===== src/rtl/sid_bus_master.sv =====
// sid_bus_master: phi2 generator and SID register-bus initiator fed by a small
// command FIFO. Optional read support is enabled with the SID_BUS_READ_EN macro.
// When the macro is undefined, read commands are accepted and dropped, and the
// read-result outputs are tied to zero.

package sid;
    typedef logic [7:0] reg8_t;

    // Bus toward sid_api. rw = 1 means a read cycle.
    typedef struct packed {
        logic [4:0] addr;
        reg8_t      data;
        logic       rw;
    } bus_i_t;

    // Chip selects toward sid_api.
    typedef struct packed {
        logic cs_n;
        logic a5;
        logic a8;
        logic cs_io1_n;
    } cs_t;
endpackage

module sid_bus_master #(
    parameter int PHI2_DIV   = 24,
    parameter int BUS_HOLD   = 3,
    parameter int FIFO_DEPTH = 4
) (
    input  logic         clk,
    input  logic         rst,
    input  logic         cmd_valid,
    output logic         cmd_ready,
    input  logic         cmd_rw,
    input  logic [1:0]   cmd_target,
    input  logic [4:0]   cmd_addr,
    input  logic [7:0]   cmd_data,
    output logic         phi2,
    output sid::bus_i_t  bus_o,
    output sid::cs_t     cs,
    input  sid::reg8_t   data_i,
    output logic         rd_valid,
    output logic [7:0]   rd_data,
    output logic         busy
);

    localparam int CW = $clog2(PHI2_DIV);
    localparam int AW = (FIFO_DEPTH > 1) ? $clog2(FIFO_DEPTH) : 1;
    localparam int NW = $clog2(FIFO_DEPTH + 1);

    localparam sid::bus_i_t BUS_IDLE = '{addr: 5'd0, data: 8'd0, rw: 1'b1};
    localparam sid::cs_t    CS_IDLE  = '{cs_n: 1'b1, a5: 1'b0, a8: 1'b0, cs_io1_n: 1'b1};

    typedef struct packed {
        logic       rw;
        logic [1:0] target;
        logic [4:0] addr;
        logic [7:0] data;
    } cmd_t;

    typedef enum logic {IDLE, ACTIVE} state_t;

    logic [CW-1:0] cnt, cnt_nxt;
    logic          wrap, launch;

    cmd_t          mem [FIFO_DEPTH];
    cmd_t          head;
    logic [AW-1:0] wr_ptr, rd_ptr;
    logic [NW-1:0] count;
    logic          push, pop;

    state_t        state, state_nxt;
    sid::bus_i_t   bus_nxt;
    sid::cs_t      cs_nxt;

    function automatic logic [AW-1:0] ptr_inc(input logic [AW-1:0] p);
        return (p == AW'(FIFO_DEPTH - 1)) ? '0 : p + 1'b1;
    endfunction

    function automatic sid::cs_t cs_decode(input logic [1:0] t);
        sid::cs_t c;
        c = CS_IDLE;
        case (t)
            2'd0: c.cs_n = 1'b0;
            2'd1: begin c.cs_n = 1'b0; c.a5 = 1'b1; end
            2'd2: begin c.cs_n = 1'b0; c.a8 = 1'b1; end
            default: c.cs_io1_n = 1'b0;
        endcase
        return c;
    endfunction

    assign wrap    = (cnt == CW'(PHI2_DIV - 1));
    assign launch  = (cnt == CW'(BUS_HOLD));
    assign cnt_nxt = wrap ? '0 : cnt + 1'b1;

    // Phase counter; phi2 is registered from the next count so it tracks cnt exactly.
    always_ff @(posedge clk) begin
        if (rst) begin
            cnt  <= '0;
            phi2 <= 1'b0;
        end else begin
            cnt  <= cnt_nxt;
            phi2 <= (cnt_nxt >= CW'(PHI2_DIV / 2));
        end
    end

    // FIFO handshake: ready comes from the registered count only, so a pop
    // while full does not open the port in the same cycle.
    assign cmd_ready = (count != NW'(FIFO_DEPTH));
`ifdef SID_BUS_READ_EN
    assign push = cmd_valid & cmd_ready;
`else
    // Reads are swallowed at the port and never take a bus slot.
    assign push = cmd_valid & cmd_ready & ~cmd_rw;
`endif
    assign pop  = launch & (count != '0);
    assign head = mem[rd_ptr];

    // FIFO storage; contents need no reset since count gates every read.
    always_ff @(posedge clk) begin
        if (push) mem[wr_ptr] <= '{rw: cmd_rw, target: cmd_target, addr: cmd_addr, data: cmd_data};
    end

    // FIFO pointers and occupancy.
    always_ff @(posedge clk) begin
        if (rst) begin
            wr_ptr <= '0;
            rd_ptr <= '0;
            count  <= '0;
        end else begin
            if (push) wr_ptr <= ptr_inc(wr_ptr);
            if (pop)  rd_ptr <= ptr_inc(rd_ptr);
            case ({push, pop})
                2'b10:   count <= count + 1'b1;
                2'b01:   count <= count - 1'b1;
                default: count <= count;
            endcase
        end
    end

    // Transaction state and next bus image, both decided only at the launch point.
    always_comb begin
        state_nxt = state;
        bus_nxt   = bus_o;
        cs_nxt    = cs;
        if (launch) begin
            if (pop) begin
                state_nxt    = ACTIVE;
                bus_nxt.addr = head.addr;
                bus_nxt.data = head.rw ? 8'd0 : head.data;
                bus_nxt.rw   = head.rw;
                cs_nxt       = cs_decode(head.target);
            end else begin
                state_nxt = IDLE;
                bus_nxt   = BUS_IDLE;
                cs_nxt    = CS_IDLE;
            end
        end
    end

    // State and bus registers.
    always_ff @(posedge clk) begin
        if (rst) begin
            state <= IDLE;
            bus_o <= BUS_IDLE;
            cs    <= CS_IDLE;
        end else begin
            state <= state_nxt;
            bus_o <= bus_nxt;
            cs    <= cs_nxt;
        end
    end

    assign busy = (count != '0) | (state == ACTIVE);

`ifdef SID_BUS_READ_EN
    // Capture read data at the last cycle of phi2 high; strobe on the following cycle.
    always_ff @(posedge clk) begin
        if (rst) begin
            rd_valid <= 1'b0;
            rd_data  <= 8'd0;
        end else begin
            rd_valid <= wrap & (state == ACTIVE) & bus_o.rw;
            if (wrap & (state == ACTIVE) & bus_o.rw) rd_data <= data_i;
        end
    end
`else
    logic unused_data_i;
    assign unused_data_i = ^data_i;
    assign rd_valid      = 1'b0;
    assign rd_data       = 8'd0;
`endif

endmodule


===== config.mk =====
export PLATFORM = sky130hd
export DESIGN_NAME = sid_bus_master
export DESIGN_NICKNAME = d
export VERILOG_FILES = /design/src/rtl/sid_bus_master.sv
export SDC_FILE = /design/constraint.sdc
export NUM_CORES = 1
export LEC_CHECK = 0
export CAP_MARGIN = 0
export CELL_PAD_IN_SITES_DETAIL_PLACEMENT = 0
export CELL_PAD_IN_SITES_GLOBAL_PLACEMENT = 1
export CORE_MARGIN = 2
export CORE_UTILIZATION = 44
export CTS_CLUSTER_DIAMETER = 40
export DETAILED_ROUTE_END_ITERATION = 10
export PLACE_DENSITY = 0.81
export RECOVER_POWER = 25
export SYNTH_ARGS = -nofsm -noshare
export SYNTH_HDL_FRONTEND = slang
export SYNTH_SLANG_ARGS = --single-unit

===== constraint.sdc =====
create_clock -name clk -period 3.5 [get_ports clk]
set_clock_uncertainty 0.15 [all_clocks]
set_input_delay 1.05 -clock clk [delete_from_list [all_inputs] [get_ports clk]]
set_output_delay 1.05 -clock clk [all_outputs]
set_load 0.01 [all_outputs]

# Word-level counts from Yosys, hierarchy flattened
# Memories as Yosys holds them, arrays and structs flattened. A register that Yosys moved wholly into a read port is not among the register bits.
# Index checks and enable logic that the tools add are counted.
# classes
add_sub_neg	5
n_mul	0
div_mod_pow	0
magnitude_cmp	1
n_eq_ne	9
shift	0
n_mux	16
bitwise_logic	5
reduce_logical	4
# op_table
op	n
$mux 14	1
$eq 2x2->1 const B	4
$mux 2	4
$mux 8	1
$mux 1	7
$pmux 3 s2	1
$add 5x1->5 const B	1
$eq 5x2->1 const B	1
$eq 5x5->1 const B	1
$ge 5x4->1 const B	1
$mux 5	1
$add 2x1->2 const B	2
$eq 2x1->1 const B	2
$mux 4	1
$add 3x1->3 const B	1
$and 1x1->1	3
$ne 3x3->1 const B	1
$reduce_bool 3->1	1
$reduce_or 3->1	1
$sub 3x1->3 const B	1
$logic_not 2->1	1
$reduce_bool 2->1	1
$not 1->1	1
$or 1x1->1	1
# totals
register_bits	32
latch_bits	0
ram_bits	64
mem_bits_ro	0
input_bits	27
out_inout_bits	30
elab_cells	54
mem_count	1
# memory_table
memory	words	width	read_ports	rd_ports_with_merged_regs	write_ports	line_no	text
mem	4	16	1	1	1	66	cmd_t mem [FIFO_DEPTH];

# Logic depth before layout (Yosys ltp)
# logic_depth
depth_word	5
depth_mapped	12
mapped_depth_nobuf	9

# Least setup slack after synthesis
# OpenSTA, ideal clock, no wires.
# synth_timing
path_type	register -> register
start	reg cnt[0]
end	reg count[2]
setup_ps	70
t_arrival_ps	2629
required_ps	3280
setup_slack_ps	650
path_stages_with_launch	13
n_path_buf	3
period_less_slack_ps	2850
path_cell_list	dfxtp_1 ha_1 buf_2 or4b_1 buf_2 clkbuf_1 nor2_1 ha_1 inv_1 fa_1 xor2_1 or3_1 a21oi_1
# synth_via
elab_chain_cells	4
elab_cells_between_ends	6
cone_classes	3 x eq/ne; 1 x mux; 1 x bitwise; 1 x reduce/logical
# synth_lines
element	line_no	text
from (decl)	63	logic [CW-1:0] cnt, cnt_nxt;
from (signal assigned)	102	cnt <= cnt_nxt;
$eq 5x2->1 *	93	assign launch = (cnt == CW'(BUS_HOLD));
$and 1x1->1 *	116	assign pop = launch & (count != '0);
net pop	70	logic push, pop;
$eq 2x1->1 / $eq 2x2->1 (equally long branches)	133	case ({push, pop})
$pmux 3 s2 / $reduce_bool 2->1 (equally long branches)	--	
to (signal assigned)	134	2'b10: count <= count + 1'b1;
to (signal assigned)	135	2'b01: count <= count - 1'b1;
to (signal assigned)	136	default: count <= count;
to (decl)	69	logic [NW-1:0] count;
# The timed path passes the listed nets; every way through them passes the cells marked *.
# A chain may end at the register's enable or synchronous reset.

# Worst setup path in the final report
# layout_timing
start	reg count[2]
end	out cmd_ready
# layout_via
elab_chain_cells	1
# layout_lines
element	line_no	text
$ne 3x3->1	109	assign cmd_ready = (count != NW'(FIFO_DEPTH));
to (decl)	33	output logic cmd_ready,
# No other way between the ends.

==> metrics.cfg <==
[status]
status=complete, no violations

[logic_synthesis]
synth.avg_cell_area_um2=15.2
ys_top_cells_by_area=edfxtp_1 (50%), dfxtp_1 (18%), mux4_2 (9.4%)
ys.flop_type=edfxtp_1
synth_warnings=0
synth.most_common_cell=edfxtp_1
postSynth.asyncResetShare=0
ys_seq_area_frac=0.677
yosysUniqueCellTypes=37
synth_edf_count=64
synth_cells=253
synth.top_cells.by_count=edfxtp_1 (64), dfxtp_1 (34), a21oi_1 (16), mux4_2 (16), nor3b_1 (11)
synth_seq_cells=98
synth_area_um2=3840
yosys.area.top_type_share=0.500
yosysTopAreaCell=edfxtp_1

[sta]
tightest_slew_ns=0.729
maxSlewHeadroom=0.512
drv_slew=0
fin_crit_ns=3.04
setup-tns-final_ns=0
rsz0062_at_grt=no
max_freq_mhz=329
post-route-period-util=0.869
fin_ws_ns=0.460
final_hold_viol_count=0
setup_viol_count_final=0

[global_routing]
grt_max_degree=21
grt_overflow=0
grt_use_total=0.146
antenna_found_initial=0
first_global_vias=2109
grt_pass1_wl_um=10600

[finish]
layout-drive-gt1-share=0.180
layout.nets=335
syn_to_final_growth_pct=18.0
final_util=0.528
fillCellCount=723
ff_latch_area_um2=2600
multiInputGateArea_um2=1110
n_antenna_cell=0

[route]
ant_nets=0
drtIter0Drc=129
post_drt_wl_per_cell_um=15.6
vias_per_cell=5.22
num_vias=2157
drt_pass1_iterations=4
drt_wl_total_um=6450
drc=0

[setup_path]
r2r_slack_ns=0.76
r2r_start=cnt[0]
cp_max_fo=6
cpMaxStageDelayCell=nor3b_1
crit_type=register to output pin
crit_path_end=cmd_ready
timing.rr.end=count[2]
worstSetupStartpointType=register
startpoint=count[2]
worstPathCellList=nor3b_1 > inv_1 > clkdlybuf4s50_1
endpoint_kind=output pin
slowest_delay_ns=0.52
arrival_ns=1.84
required_ns=2.30
reg2regPathDepth=9

[floorplan]
rows=34
core_um2=8590
die_w_um=97.5
start_util=0.447
fp.dieArea_um2=9500
die_h_um=97.5
ioPinCount=57

[clock_network]
cts_tree=built
clk_pin_slew_ns=0.09
htreeDepth=3
clk_path_buf_depth=2
clkLatencyLatePin_ns=0.36
cts-resized-gates=0
cts_root_buf=clkbuf_8
cts_buffers=9
ctsHoldBuffers=0
postCtsSetupBuffers=0
clock_sinks=98

[placement]
numPortBuffers=39
dpl.hpwl_um=4300
place.gp.congestion=0.735
place_ws_ns=0.184

[power_and_ir_drop]
powerDensity_nw_per_um2=452
p_leak_nw=1.48
ir_worst_vdd_mv=0.247

[hold_path]
hold_depth=2
worst_hold_path_type=register to register

[flow_run]
drv_cap=0

## through the flow
step	hold slack, ns	total power [mW]	std cells	cell area [um^2]
6_report	0.311	2.05	413	4530
5_1_grt	0.337	2.13	413	4530
4_1_cts	0.314	2.07	413	4530
3_5_place_dp	0.302	1.43	397	4360
3_3_place_gp	0.297	1.42	397	4360
2_1_floorplan	0.301	1.37	261	3870
## per-layer routing
metal | global-route usage | wire length [um] | up-vias
li1 | - | - | 1028
met1 | 0.174 | 2770 | 1077
met2 | 0.249 | 3340 | 41
met3 | 0.0338 | 193 | 11
met4 | 0.0737 | 150 | 0
met5 | 0 | 0 | -
## worst min path at each step
stage,from,to,slack [ns]
6_report,cs[2],cs[2],0.31
2_1_floorplan,cnt[0],cnt[0],0.30
5_1_grt,cs[2],cs[2],0.34
3_3_place_gp,cs[2],cs[2],0.30
3_5_place_dp,cs[2],cs[2],0.30
4_1_cts,cs[2],cs[2],0.31
## cell usage in the layout (no fill, tap or decap), types with 2 or more instances in the layout
cell type / instances
or3_1: 3
clkbuf_8: 9
mux4_2: 16
nand2b_1: 2
ha_1: 7
nor3b_1: 11
nand2_1: 10
dfxtp_1: 34
nor2_1: 9
and2_1: 4
a21oi_1: 16
nor3_1: 5
o21ai_0: 6
xor2_1: 2
conb_1: 9
clkinvlp_4: 2
clkinv_2: 2
dlygate4sd3_1: 12
inv_1: 7
nand3_1: 8
clkdlybuf4s50_1: 27
buf_4: 12
edfxtp_1: 64
a31o_2: 8
or4b_1: 3
or4_1: 2
## sequential cells by signal, indices dropped and copies added, names as in the netlist, named ones only
register and cells:
phi2 1, cs 4, cnt 5, state 1
rd_ptr 2, wr_ptr 2, mem 64, bus_o 14
count 3
## power breakdown
part	internal (mW)	switching [mW]	total, mW	leakage [nW]
Clock	0.264	0.391	0.655	0.0875
Combinational	0.0581	0.0714	0.129	0.540
Sequential	1.25	0.0120	1.27	0.857
Total	1.58	0.475	2.05	1.48
## worst max-delay path: cells and delay by family, from the launching register on
family,cells,cell delay [ns]
buf+inv,2,0.57
flops,1,0.39
simple gates,1,0.52
## cell type report
type,instances,area share
Clock inverter,7,0.0119
Clock buffer,9,0.0273
Inverter,7,0.00579
Timing Repair Buffer,51,0.106
Sequential cell,98,0.574
Multi-Input combinational cell,133,0.245
Tap cell,108,0.0298
## cell families after synthesis
group           count (synthesis)  share of synthesized area
compound gates                 36                     0.0593
flops                          98                      0.677
fa+ha+maj                       8                     0.0280
mux                            16                     0.0938
other cells                     1                   0.000976
simple gates                   61                     0.0928
xor+xnor                        3                    0.00684
buf+inv                        30                     0.0413
(Power assumes the default switching activity.)
